**src/rtl/memory_bus_arbiter.sv**
```systemverilog
// memory_bus_arbiter: shares one main-memory port between the instruction
// cache (read-only) and the data cache (read/write). One requester is granted
// at a time. Memory strobes are held until memory completes, then dropped for
// one RELEASE cycle. A per-grant watchdog raises a sticky ERR.
// Optional build macro: ARB_ROUND_ROBIN_EN. When it is defined, simultaneous
// requests alternate with the side granted last. When it is undefined, the
// data cache always wins over the instruction cache.
module memory_bus_arbiter #(
  parameter int ADDR_W  = 6,
  parameter int BLK_W   = 32,
  parameter int TIMEOUT = 64
) (
  input  logic              CLK,
  input  logic              RESET,
  input  logic              I_READ,
  input  logic [ADDR_W-1:0] I_ADDRESS,
  output logic [BLK_W-1:0]  I_READDATA,
  output logic              I_BUSYWAIT,
  input  logic              D_READ,
  input  logic              D_WRITE,
  input  logic [ADDR_W-1:0] D_ADDRESS,
  input  logic [BLK_W-1:0]  D_WRITEDATA,
  output logic [BLK_W-1:0]  D_READDATA,
  output logic              D_BUSYWAIT,
  output logic              MEM_READ,
  output logic              MEM_WRITE,
  output logic [ADDR_W-1:0] MEM_ADDRESS,
  output logic [BLK_W-1:0]  MEM_WRITEDATA,
  input  logic [BLK_W-1:0]  MEM_READDATA,
  input  logic              MEM_BUSYWAIT,
  output logic              ERR
);

  localparam int TW = $clog2(TIMEOUT + 1);

  typedef enum logic [1:0] {
    IDLE    = 2'd0,
    GRANT_I = 2'd1,
    GRANT_D = 2'd2,
    RELEASE = 2'd3
  } state_t;

  state_t          state, state_next;
  logic            started;
  logic [TW-1:0]   timer;
  logic [BLK_W-1:0] i_data_q, d_data_q;

  logic i_req, d_req, in_grant, gnt_req, done;
  logic i_done, d_done, timer_max, timeout_fire, pick_d;

  assign i_req    = I_READ;
  assign d_req    = D_READ | D_WRITE;
  assign in_grant = (state == GRANT_I) || (state == GRANT_D);
  assign gnt_req  = (state == GRANT_I) ? i_req : d_req;
  assign done     = started & ~MEM_BUSYWAIT;

  // Completion only counts while the granted side still requests; a dropped
  // request in the same cycle is an abort and returns no data.
  assign i_done = (state == GRANT_I) & done & i_req;
  assign d_done = (state == GRANT_D) & done & d_req;

  assign timer_max    = in_grant && (timer == TW'(TIMEOUT - 1));
  assign timeout_fire = timer_max & gnt_req & ~done;

`ifdef ARB_ROUND_ROBIN_EN
  logic last_grant_d;
  assign pick_d = d_req & (~i_req | ~last_grant_d);
`else
  assign pick_d = d_req;
`endif

  assign I_BUSYWAIT = i_req & ~i_done;
  assign D_BUSYWAIT = d_req & ~d_done;
  assign I_READDATA = i_done ? MEM_READDATA : i_data_q;
  assign D_READDATA = d_done ? MEM_READDATA : d_data_q;

  // State register
  always_ff @(posedge CLK) begin
    if (RESET) state <= IDLE;
    else       state <= state_next;
  end

  // Next-state: arbitration in IDLE, leave a grant on done/abort/timeout
  always_comb begin
    state_next = state;
    case (state)
      IDLE: begin
        if (pick_d)     state_next = GRANT_D;
        else if (i_req) state_next = GRANT_I;
      end
      GRANT_I, GRANT_D: begin
        if (done | ~gnt_req | timer_max) state_next = RELEASE;
      end
      RELEASE: state_next = IDLE;
      default: state_next = IDLE;
    endcase
  end

  // Registered memory interface, watchdog, progress tracking and held read data
  always_ff @(posedge CLK) begin
    if (RESET) begin
      MEM_READ      <= 1'b0;
      MEM_WRITE     <= 1'b0;
      MEM_ADDRESS   <= '0;
      MEM_WRITEDATA <= '0;
      ERR           <= 1'b0;
      started       <= 1'b0;
      timer         <= '0;
      i_data_q      <= '0;
      d_data_q      <= '0;
`ifdef ARB_ROUND_ROBIN_EN
      last_grant_d  <= 1'b1;
`endif
    end else begin
      if (in_grant) begin
        timer <= timer + TW'(1);
        if (MEM_BUSYWAIT) started <= 1'b1;
      end
      if (state == IDLE && state_next == GRANT_D) begin
        MEM_ADDRESS   <= D_ADDRESS;
        MEM_WRITEDATA <= D_WRITEDATA;
        MEM_WRITE     <= D_WRITE;
        MEM_READ      <= ~D_WRITE;
      end else if (state == IDLE && state_next == GRANT_I) begin
        MEM_ADDRESS <= I_ADDRESS;
        MEM_READ    <= 1'b1;
        MEM_WRITE   <= 1'b0;
      end
      if (state_next == RELEASE) begin
        MEM_READ  <= 1'b0;
        MEM_WRITE <= 1'b0;
        started   <= 1'b0;
        timer     <= '0;
      end
      if (i_done) i_data_q <= MEM_READDATA;
      if (d_done) d_data_q <= MEM_READDATA;
`ifdef ARB_ROUND_ROBIN_EN
      if (i_done) last_grant_d <= 1'b0;
      if (d_done) last_grant_d <= 1'b1;
`endif
      if (timeout_fire) ERR <= 1'b1;
    end
  end

endmodule

```
**config.mk**
```make
export PLATFORM = sky130hd
export DESIGN_NAME = memory_bus_arbiter
export DESIGN_NICKNAME = d
export VERILOG_FILES = /design/src/rtl/memory_bus_arbiter.sv
export SDC_FILE = /design/constraint.sdc
export NUM_CORES = 1
export LEC_CHECK = 0
export CAP_MARGIN = 30
export CELL_PAD_IN_SITES_DETAIL_PLACEMENT = 1
export CELL_PAD_IN_SITES_GLOBAL_PLACEMENT = 2
export CORE_ASPECT_RATIO = 0.7
export CORE_MARGIN = 2
export CORE_UTILIZATION = 23
export DETAILED_ROUTE_END_ITERATION = 8
export GPL_ROUTABILITY_DRIVEN = 0
export MAX_ROUTING_LAYER = met4
export PLACE_DENSITY = 0.76
export SETUP_SLACK_MARGIN = 0.15
export SKIP_CTS_REPAIR_TIMING = 1
export SYNTH_ARGS = -nofsm -noshare
export SYNTH_HDL_FRONTEND = slang
export SYNTH_SLANG_ARGS = --single-unit
export TNS_END_PERCENT = 50
```
**constraint.sdc**
```tcl
create_clock -name CLK -period 1.79 [get_ports CLK]
set_input_delay 0.4475 -clock CLK [delete_from_list [all_inputs] [get_ports CLK]]
set_output_delay 0.4475 -clock CLK [all_outputs]
set_load 0.1 [all_outputs]
```
==> impl_metrics.toml <==
[run_status]
status = "complete, but fails checks"
violations = "negative setup slack"

[power_and_ir_drop]
combPwrFrac_pct = 29.2
p_leak_nw = 3.91
p_per_area_nw_per_um2 = 918
p_sw_w = 0.00294
power.total_w = 0.00876
irDropWorstVdd_mv = 0.411
p_clk_share_pct = 38.6
switching_share_pct = 33.6
p_int_w = 0.00582
seqPwrFrac_pct = 32.2

[floorplanning]
rows = 43
initial_utilization_pct = 23.5
die-area_um2 = 21400
ioPinCount = 189
die_y_um = 123
design.core.area_um2 = 19900
dieWidth_um = 174

[synthesis]
ys_ff_latch = 115
ys_seq_area_share_pct = 49.4
synth-edff-count = 0
synthFlopType = "dfxtp_1"
synth_top_area_share_pct = 49.4
synth.most_common_cell = "dfxtp_1"
syn-num-nets = 546
async_flop_share_pct = 0
synth_cell_types = 36
synth_common_cells = "dfxtp_1 (115), nand2_1 (81), nor2b_1 (67), a21oi_1 (37), mux2_2 (34)"
synth_area_leader_cell = "dfxtp_1"
syn_inst = 460
syn_area_per_cell_um2 = 10.1
syn-cell-area_um2 = 4660
ys_warn_count = 0
synth.top_cells.by_area = "dfxtp_1 (49%), mux2_4 (9.7%), nor2b_1 (9.0%)"

[critical_path]
crit_required_ns = 1.34
path_buf_inv = 2
cp_slowest_cell = "dfxtp_2"
path_class = "reg -> out"
critPathMaxStageDelay_ns = 0.33
path_cells = "and2b_2 > and3_4 > clkbuf_16 > mux2_4 > buf_12"
start_kind = "flip-flop"
cp.arrival_ns = 1.95
critPathTopFamily = "simple AND/OR/NAND/NOR gates"
cp_max_fo = 6
cp-end-kind = "output pin"
r2r_slack_ns = -0.10

[clock_network]
clockRootBuffer = "clkbuf_16"
cts_max_path_buffers = 2
cts_tree = "done"
numCtsBuffers = 17
path_clk_slew_ns = 0.06
htree_levels = 4
clkLatencyLatePin_ns = 0.42
clock-sinks = 115

[sta]
hold_viol = 0
fmax_mhz = 416
slew_viol_final = 0
rsz0062_at_grt = "yes"
clock_skew_ns = 0.00556
worst_slew_pin_slew_ns = 0.367
relSlewSlack_pct = 75.2
finalCritPeriodShare_pct = 134
whs_ns = 0.417
final.setup.worst_slack_ns = -0.611
setup_violations = 76
post-route-min-period_ns = 2.40

[grt]
track_usage_pct = 15.3
grt_pass1_wl_um = 24900
antenna_found_initial = 0
grt_overflow_total = 0
grt_pass1_vias = 4563
grt_max_degree = 73

[cells_and_area]
multi_input_area_um2 = 2590
area_delta_synth_final_pct = 105
final_nets = 787
ff_latch_area_um2 = 2310
layout-drive-gt1-share_pct = 44.3
finalInstanceArea_um2 = 9550
nFillCells = 2019
fin_util_pct = 48.1
diodes = 0

[routing]
drt_first_pass_iters = 4
drtAntennaViolNets = 0
drt_iter0_drc = 178
via_per_inst = 4.28
wl_per_cell_um = 17.4
via_count = 4213
drc_errors = 0
wl_um = 17100

[hold_path]
hp-class = "in -> reg"

[placement]
port_buffers = 188
dpl_cell_area_um2 = 8370
hpwl_um = 11400

[flow_run]
cap_viol_max_count = 0
## layer usage
metal	wire length, um	global-route usage [%]	up-vias	share of wire (%)
li1	-	-	2031	-
met1	7650	17.7	2062	45
met2	8280	24.7	102	48
met3	989	5.41	18	5.8
met4	175	5.30	0	1.0
met5	0	-	-	0
## layout make-up
type | instances | share of cell area, %
clock buffers | 17 | 4.46
clock inverters | 15 | 1.65
inverters | 3 | 0.144
multi-input cells | 312 | 27.2
flip-flops and latches | 115 | 24.2
well taps | 270 | 3.54
repair buffers | 252 | 38.8
## state kept, by name (all words and copies together), names as in the netlist
name           cells
MEM_ADDRESS        6
state              2
d_data_q          32
timer              7
i_data_q          32
MEM_READ           1
MEM_WRITE          1
MEM_WRITEDATA     32
started            1
ERR                1
## kinds of logic after synthesis
| kind of cell | Yosys count | share of synthesized area [%] |
|---|---|---|
| AO/OA/AOI/OAI | 57 | 7.22 |
| XOR/XNOR | 6 | 1.13 |
| AND/OR/NAND/NOR | 180 | 19.5 |
| flip-flops | 115 | 49.4 |
| multiplexers | 65 | 18.1 |
| buffers and inverters | 33 | 3.54 |
| adder cells (fa/ha/maj) | 4 | 1.07 |
## per-stage QoR
stage,TNS (ns),instances,worst slack [ns]
floorplan,-20.55,460,-0.253
global placement,-85.29,927,-0.764
detailed placement,-85.44,927,-0.774
CTS,-49.44,959,-0.787
global route,-43.63,984,-0.673
finish,-38.19,984,-0.611
## power groups by stage
stage	Combinational [W]	Sequential (W)	Clock [W]
floorplan	0.000604	0.00355	0
global placement	0.00231	0.00286	0
detailed placement	0.00235	0.00288	0
CTS	0.00236	0.00282	0.00347
global route	0.00267	0.00284	0.00360
finish	0.00255	0.00282	0.00338
## cell usage in the layout, fill, tap and decap left out, types with 5 or more instances in the layout
master	netlist	final
clkbuf_16	0	22
clkdlybuf4s50_1	0	76
nor4_1	9	6
nand2_1	81	76
buf_12	0	118
a21oi_1	37	28
nand2_2	0	5
mux2_4	30	64
nor2b_1	67	61
nor2_1	10	10
buf_4	0	39
dfxtp_1	115	112
buf_6	4	9
a21oi_2	0	8
a311oi_1	6	5
## path summary, 6_finish.rpt
| kind | start | to | depth (start not counted) |
|---|---|---|---|
| worst max-delay path | started | D_READDATA[12] | 5 |
| worst min-delay path | MEM_BUSYWAIT | started | 3 |
| worst max register to register | state[1] | timer[6] | 9 |
| worst min register to register | MEM_WRITEDATA[30] | MEM_WRITEDATA[30] | 2 |
## tightest hold or removal path, stage by stage
cell,delay (ns)
dlymetal6s2s_1,0.13
a21oi_1,0.15
nor4_1,0.07
Power figures use the tool's default switching activity.
